## src/rtl/alu_cmd_issue.sv

```systemverilog
// Command FIFO and issue stage in front of the ALU: buffers producer commands
// and hands the head entry to the ALU, one per cycle with ALU_RDY high.
module alu_cmd_issue #(
    parameter int DATA_WIDTH = 8,
    parameter int DEPTH      = 4
) (
    input  logic                      CLK,
    input  logic                      RST,
    input  logic                      FLUSH,
    input  logic                      IN_VLD,
    output logic                      IN_RDY,
    input  logic [3:0]                IN_OP,
    input  logic [1:0]                IN_MOVI,
    input  logic [DATA_WIDTH-1:0]     IN_REG_A,
    input  logic [DATA_WIDTH-1:0]     IN_REG_B,
    input  logic [DATA_WIDTH-1:0]     IN_MEM,
    input  logic [DATA_WIDTH-1:0]     IN_IMM,
    input  logic                      ALU_RDY,
    output logic                      ACT,
    output logic [3:0]                OP,
    output logic [1:0]                MOVI,
    output logic [DATA_WIDTH-1:0]     REG_A,
    output logic [DATA_WIDTH-1:0]     REG_B,
    output logic [DATA_WIDTH-1:0]     MEM,
    output logic [DATA_WIDTH-1:0]     IMM,
    output logic [$clog2(DEPTH):0]    COUNT,
    output logic                      OVF,
    output logic [15:0]               ISSUED
);

    // Handshake: a command transfers in on an edge where IN_VLD and IN_RDY are
    // both high; it transfers out on an edge where ACT is high. ACT never
    // depends on IN_VLD, and IN_RDY never depends on ALU_RDY.

    localparam int AW = $clog2(DEPTH);
    localparam int CW = AW + 1;

    typedef struct packed {
        logic [3:0]            op;
        logic [1:0]            movi;
        logic [DATA_WIDTH-1:0] reg_a;
        logic [DATA_WIDTH-1:0] reg_b;
        logic [DATA_WIDTH-1:0] mem;
        logic [DATA_WIDTH-1:0] imm;
    } cmd_t;

    cmd_t          entry_q [DEPTH];
    cmd_t          head;
    logic [AW-1:0] wr_ptr_q, wr_ptr_d;
    logic [AW-1:0] rd_ptr_q, rd_ptr_d;
    logic [CW-1:0] count_q, count_d;
    logic          ovf_q, ovf_d;
    logic [15:0]   issued_q, issued_d;
    logic          push;
    logic          pop;
    logic          empty;

    assign empty  = (count_q == '0);
    assign IN_RDY = (count_q != CW'(DEPTH));
    // FLUSH wins over both transfers in its cycle.
    assign push   = IN_VLD & IN_RDY & ~FLUSH;
    assign pop    = ~empty & ALU_RDY & ~FLUSH;
    assign ACT    = pop;

    always_comb begin
        wr_ptr_d = wr_ptr_q;
        rd_ptr_d = rd_ptr_q;
        count_d  = count_q;
        ovf_d    = ovf_q | (IN_VLD & ~IN_RDY);
        issued_d = issued_q;
        if (pop) begin
            issued_d = issued_q + 16'd1;
        end
        if (FLUSH) begin
            wr_ptr_d = '0;
            rd_ptr_d = '0;
            count_d  = '0;
        end else begin
            if (push) begin
                wr_ptr_d = wr_ptr_q + AW'(1);
            end
            if (pop) begin
                rd_ptr_d = rd_ptr_q + AW'(1);
            end
            if (push && !pop) begin
                count_d = count_q + CW'(1);
            end else if (pop && !push) begin
                count_d = count_q - CW'(1);
            end
        end
    end

    always_ff @(posedge CLK or negedge RST) begin
        if (!RST) begin
            wr_ptr_q <= '0;
            rd_ptr_q <= '0;
            count_q  <= '0;
            ovf_q    <= 1'b0;
            issued_q <= '0;
        end else begin
            wr_ptr_q <= wr_ptr_d;
            rd_ptr_q <= rd_ptr_d;
            count_q  <= count_d;
            ovf_q    <= ovf_d;
            issued_q <= issued_d;
        end
    end

    // Storage needs no reset: it is only observed when count_q covers it.
    always_ff @(posedge CLK) begin
        if (push) begin
            entry_q[wr_ptr_q] <= '{op: IN_OP, movi: IN_MOVI, reg_a: IN_REG_A,
                                   reg_b: IN_REG_B, mem: IN_MEM, imm: IN_IMM};
        end
    end

    always_comb begin
        head = '0;
        if (!empty) begin
            head = entry_q[rd_ptr_q];
        end
    end

    assign OP     = head.op;
    assign MOVI   = head.movi;
    assign REG_A  = head.reg_a;
    assign REG_B  = head.reg_b;
    assign MEM    = head.mem;
    assign IMM    = head.imm;
    assign COUNT  = count_q;
    assign OVF    = ovf_q;
    assign ISSUED = issued_q;

endmodule

```

## config.mk

```make
export PLATFORM = sky130hd
export DESIGN_NAME = alu_cmd_issue
export DESIGN_NICKNAME = d
export VERILOG_FILES = /design/src/rtl/alu_cmd_issue.sv
export SDC_FILE = /design/constraint.sdc
export NUM_CORES = 1
export LEC_CHECK = 0
export ABC_AREA = 1
export CAP_MARGIN = 20
export CORE_ASPECT_RATIO = 1.5
export CORE_MARGIN = 2
export CORE_UTILIZATION = 52
export CTS_CLUSTER_SIZE = 14
export DETAILED_ROUTE_END_ITERATION = 12
export GPL_ROUTABILITY_DRIVEN = 0
export GPL_TIMING_DRIVEN = 0
export PLACE_DENSITY = 0.85
export SETUP_SLACK_MARGIN = 0.2
export SKIP_LAST_GASP = 1
export SYNTH_ARGS = -nofsm -noshare
export SYNTH_HDL_FRONTEND = slang
export SYNTH_SLANG_ARGS = --single-unit
```

## constraint.sdc

```tcl
create_clock -name CLK -period 3.7 [get_ports CLK]
set_input_delay 0.74 -clock CLK [delete_from_list [all_inputs] [get_ports CLK]]
set_output_delay 0.74 -clock CLK [all_outputs]
set_load 0.05 [all_outputs]
```

Word level (Yosys, flattened, before mapping) --
Memory sizes are Yosys's and may differ from the RTL's. Cells that the tools add are included.
Operators by class: equality and inequality tests 1, shifts and indexed selects 0, $add $sub $neg 5, reductions and logical operators 8, bitwise logic cells 9, mux-type cells 10, multiply operators 0, $lt $le $gt $ge 0, divide/modulo/power cells 0
Operator list (count):
- 38-bit 2-to-1 mux | 1
- 16-bit by 1-bit adder with 16-bit output, second input constant | 1
- 3-bit 2-to-1 mux | 3
- 2-bit 2-to-1 mux | 4
- 1-bit bitwise AND | 5
- 2-bit by 1-bit adder with 2-bit output, second input constant | 2
- 2-bit nonzero test | 2
- 3-bit by 1-bit adder with 3-bit output, second input constant | 1
- 3-bit logical NOT | 1
- 3-bit != test, second input constant | 1
- 1-bit inverter | 3
- 3-bit nonzero test | 1
- 3-bit by 1-bit subtractor with 3-bit output, second input constant | 1
- 1-bit logical AND | 2
- 1-bit logical NOT | 2
- 1-bit 2-to-1 mux | 2
- 1-bit OR | 1
Word-level totals: memory bits (writable) 152, output and inout bits 60, memories 1, latch bits 0, input bits 43, flip-flop bits (word level) 24, bits in read-only memories 0, logic and storage cells 39
Memory list:
- entry_q | depth 4, width 38, rd ports 1, clocked after Yosys merged registers in 0, write ports 1, RTL line 47 | cmd_t entry_q [DEPTH];

Logic depth before layout (Yosys ltp) --
depth after elaboration 8, depth in mapped cells 12, depth with buffers taken out 12

Worst setup path before layout --
Ideal clock, no wire load.
path kind register to register, from register count_q[0] (netlist: COUNT[0]), to memory entry_q[0][0] (netlist name), enable pin, setup slack 405 ps, arrival time 2862 ps, cell stages (with the launch flop) 5, setup time 433 ps, cell sequence dfrtp_1 -> nor2_4 -> nand2_2 -> nand3_4 -> nor2_1
On the way: word-level cells in the longest chain between the ends 5
Ends and longest elaborated chain:
- from (decl) | RTL line 51 | logic [CW-1:0] count_q, count_d;
- from (signal assigned) | RTL line 103 | count_q <= count_d;
- 3-bit != test | RTL line 59 | assign IN_RDY = (count_q != CW'(DEPTH));
- net IN_RDY | RTL line 11 | output logic IN_RDY,
- 1-bit bitwise AND (2 in series) | RTL line 61 | assign push = IN_VLD & IN_RDY & ~FLUSH;
- 1-bit 2-to-1 mux | RTL line 111 | if (push) begin
- 1-bit 2-to-1 mux (not written as such) | RTL line 112 | entry_q[wr_ptr_q] <= '{op: IN_OP, movi: IN_MOVI, reg_a: IN_REG_A,
- to (decl) | RTL line 47
The timed path passes the listed nets, and every way through them passes these cells.

Worst setup path in the final report --
from register rd_ptr_q[0], to output port MEM[1]
On the way: word-level cells in the longest chain between the ends 2
Ends and longest elaborated chain:
- from (decl) | RTL line 50 | logic [AW-1:0] rd_ptr_q, rd_ptr_d;
- from (signal assigned) | RTL line 102 | rd_ptr_q <= rd_ptr_d;
- memory 4 x 38 bit
- 38-bit 2-to-1 mux | RTL line 119 | if (!empty) begin
- to (decl) | RTL line 24 | output logic [DATA_WIDTH-1:0] MEM,
No other way between the ends.

==> flow_summary.ini <==
[setup_path]
rrSetupSlack_ps = 1490
cp-start-kind = flop
worst-setup-path-type = flop to primary output
crit_top_cell = buf_2
worst_r2r_path_depth = 12
cp.required_ps = 2960
r2r-start = COUNT[0]
crit_chain = buf_2, inv_2, buf_2, clkbuf_2, o21ai_0, a21oi_1, clkdlybuf4s50_1
crit_slowest_cell = clkdlybuf4s50_1
critPathCaptureType = primary output
crit_start = rd_ptr_q[0]
max_stage_delay_ps = 820
arrival_ps = 2660
regToRegEndpoint = COUNT[2]
cp-endpoint = MEM[1]
path_max_fanout = 10

[clock_network]
clockBufferDepth = 2
cts_tree = yes
cts_setup_buffers = 0
clkLatencyLatePin_ps = 420
ctsRootBufferMaster = clkbuf_16
path_clk_slew_ps = 60
cts_buffers = 17
h-tree-depth = 4
cts.sinks = 176

[floorplanning]
num_io_pins = 103
die_h_um = 149
dieArea_um2 = 15100
num_rows = 53
fp.coreArea_um2 = 13900
die-width_um = 101
start_util_pct = 52.7

[synthesis]
syn_inst = 640
netlist_area_um2 = 7340
synth.distinct_cells = 31
synth_nets = 689
yosys_warnings = 0
synth.avg_cell_area_um2 = 11.5
ys_ff_latch = 176
seq_area_frac_synth_pct = 70.4

[timing]
max_slew_margin_pct = 60.2
hold_viol = 0
skew_ps = 8.43
setup_viol = 0
maxSlewViolCount = 0
max_freq_mhz = 294
rsz0062_at_grt = no
holdWs_ps = 491
fin_crit_sh_pct = 91.9
tightest_slew_ps = 595
min_period_ps = 3400

[finish]
drive_gt1_share_pct = 9.90
area_growth_syn_to_layout_pct = 27.1
fin_nets = 815
postLayoutCellArea_um2 = 9320
antenna_cells = 0

[status]
status = finished, final reports clean

[global_routing]
grt_max_degree = 27
grt_pass1_wl_mm = 27.0
grt_pass1_vias = 5457
antenna_found_initial = 0
track_usage_pct = 23.7
grt_overflow = 0

[routing]
drtIter0Drc = 453
vias = 5294
vias_per_cell = 5.61
drc = 0
antenna_left = 0
wl_per_cell_um = 18.8
first_pass_iters = 5
routed_wl_mm = 17.8

[run]
max_cap_violations = 0

[hold_path]
hp-class = flop to flop
min_from = OVF

[placed_design]
dpl.hpwl_mm = 11.5
io_buffers = 102
place_area_um2 = 8670

[power_and_ir_drop]
peakVddDrop_v = 0.000466
p_leak_uw = 0.00367
power.density_nw_per_um2 = 749
==> flip-flops by register name (all words and copies together), names as in the netlist <==
signal,flops
wr_ptr_q,2
entry_q,152
ISSUED,16
COUNT,3
rd_ptr_q,2
OVF,1
==> layout by cell type, fill, tap and decap left out, types with 8 or more instances in the layout <==
master and instances:
clkbuf_16 17, a21oi_1 40, clkbuf_1 8, nand2_1 65
dlymetal6s2s_1 26, nor2_1 170, inv_1 21, dfrtp_1 24
o21ai_0 80, clkdlybuf4s50_1 74, buf_2 13, edfxtp_1 152
nand3_1 9
==> through the flow <==
step | worst slack, ps | instances | setup TNS, ps | total power, µW | util, %
4_1_cts | 205 | 942 | 0 | 7000 | 66.3
3_3_place_gp | -1140 | 907 | -171200 | 5250 | 61.5
3_5_place_dp | 413 | 911 | 0 | 5340 | 62.3
2_1_floorplan | 405 | 640 | 0 | 4320 | -
6_report | 300 | 943 | 0 | 6980 | 66.9
5_1_grt | 201 | 943 | 0 | 7240 | 66.9
==> synth_stat cells, drive strengths merged <==
cell / n / share of area (%)
inv: 25 / 1.3
a31o: 1 / 0.12
nor2: 177 / 9.5
fa: 1 / 0.27
nor3: 1 / 0.068
o21ai: 87 / 5.9
edfxtp: 152 / 62
nand2: 71 / 4.0
nand3: 10 / 0.85
clkbuf: 10 / 0.55
xnor2: 6 / 0.72
a21oi: 41 / 2.8
a21boi: 1 / 0.26
dfrtp: 24 / 8.2
o21bai: 1 / 0.10
nand4: 3 / 0.26
buf: 20 / 1.6
xor2: 4 / 0.48
ha: 5 / 0.85
==> critical path: cells and delay by family, from the launching register on <==
kind	cells	cell delay, ps
compound gates	2	280
buf+inv	5	1580
flops	1	370
==> how the worst min path moves through the flow <==
stage                           to  depth (start not counted)
after detailed placement       OVF                          1
after CTS                      OVF                          1
final                          OVF                          1
after floorplan           COUNT[0]                          0
after global placement         OVF                          1
after global routing           OVF                          1
==> cell type report <==
cell class	count	area, µm²
Timing Repair Buffer	107	1190
Clock inverter	14	131
Sequential cell	176	5160
Clock buffer	17	425
Multi-Input combinational cell	409	1950
Tap cell	165	206
Buffer	30	154
Fill cell	989	4610
Inverter	25	93.8
==> routing by layer <==
layer / GRT usage [%] / wire [µm] / vias to the layer above / share of wire, %
li1: - / - / 2455 / -
met1: 26.1 / 6550 / 2595 / 37
met2: 43.7 / 9740 / 214 / 55
met3: 5.51 / 1120 / 30 / 6.3
met4: 8.78 / 352 / 0 / 2.0
met5: 0 / 0 / - / 0
==> power by group <==
group | switching [µW] | internal [µW] | leakage, µW
Sequential | 90.4 | 2310 | 0.00169
Combinational | 2040 | 851 | 0.00172
Clock | 805 | 882 | 0.000251
==> cells by family (layout without fill, tap and decap cells) <==
family | count (synthesis) | in the layout | share of synthesized area (%)
buf+inv | 55 | 193 | 3.38
fa+ha+maj | 6 | 6 | 1.13
compound gates | 131 | 131 | 9.26
xor+xnor | 10 | 10 | 1.19
flops | 176 | 176 | 70.4
simple gates | 262 | 262 | 14.6
==> timing repair <==
action	4_1_cts	5_1_grt
hold buffers	0	0
endpoints found under the setup margin	2	26
resized for setup	2	26
pin swaps	0	0
No activity file was read; power rests on OpenSTA's default activity.
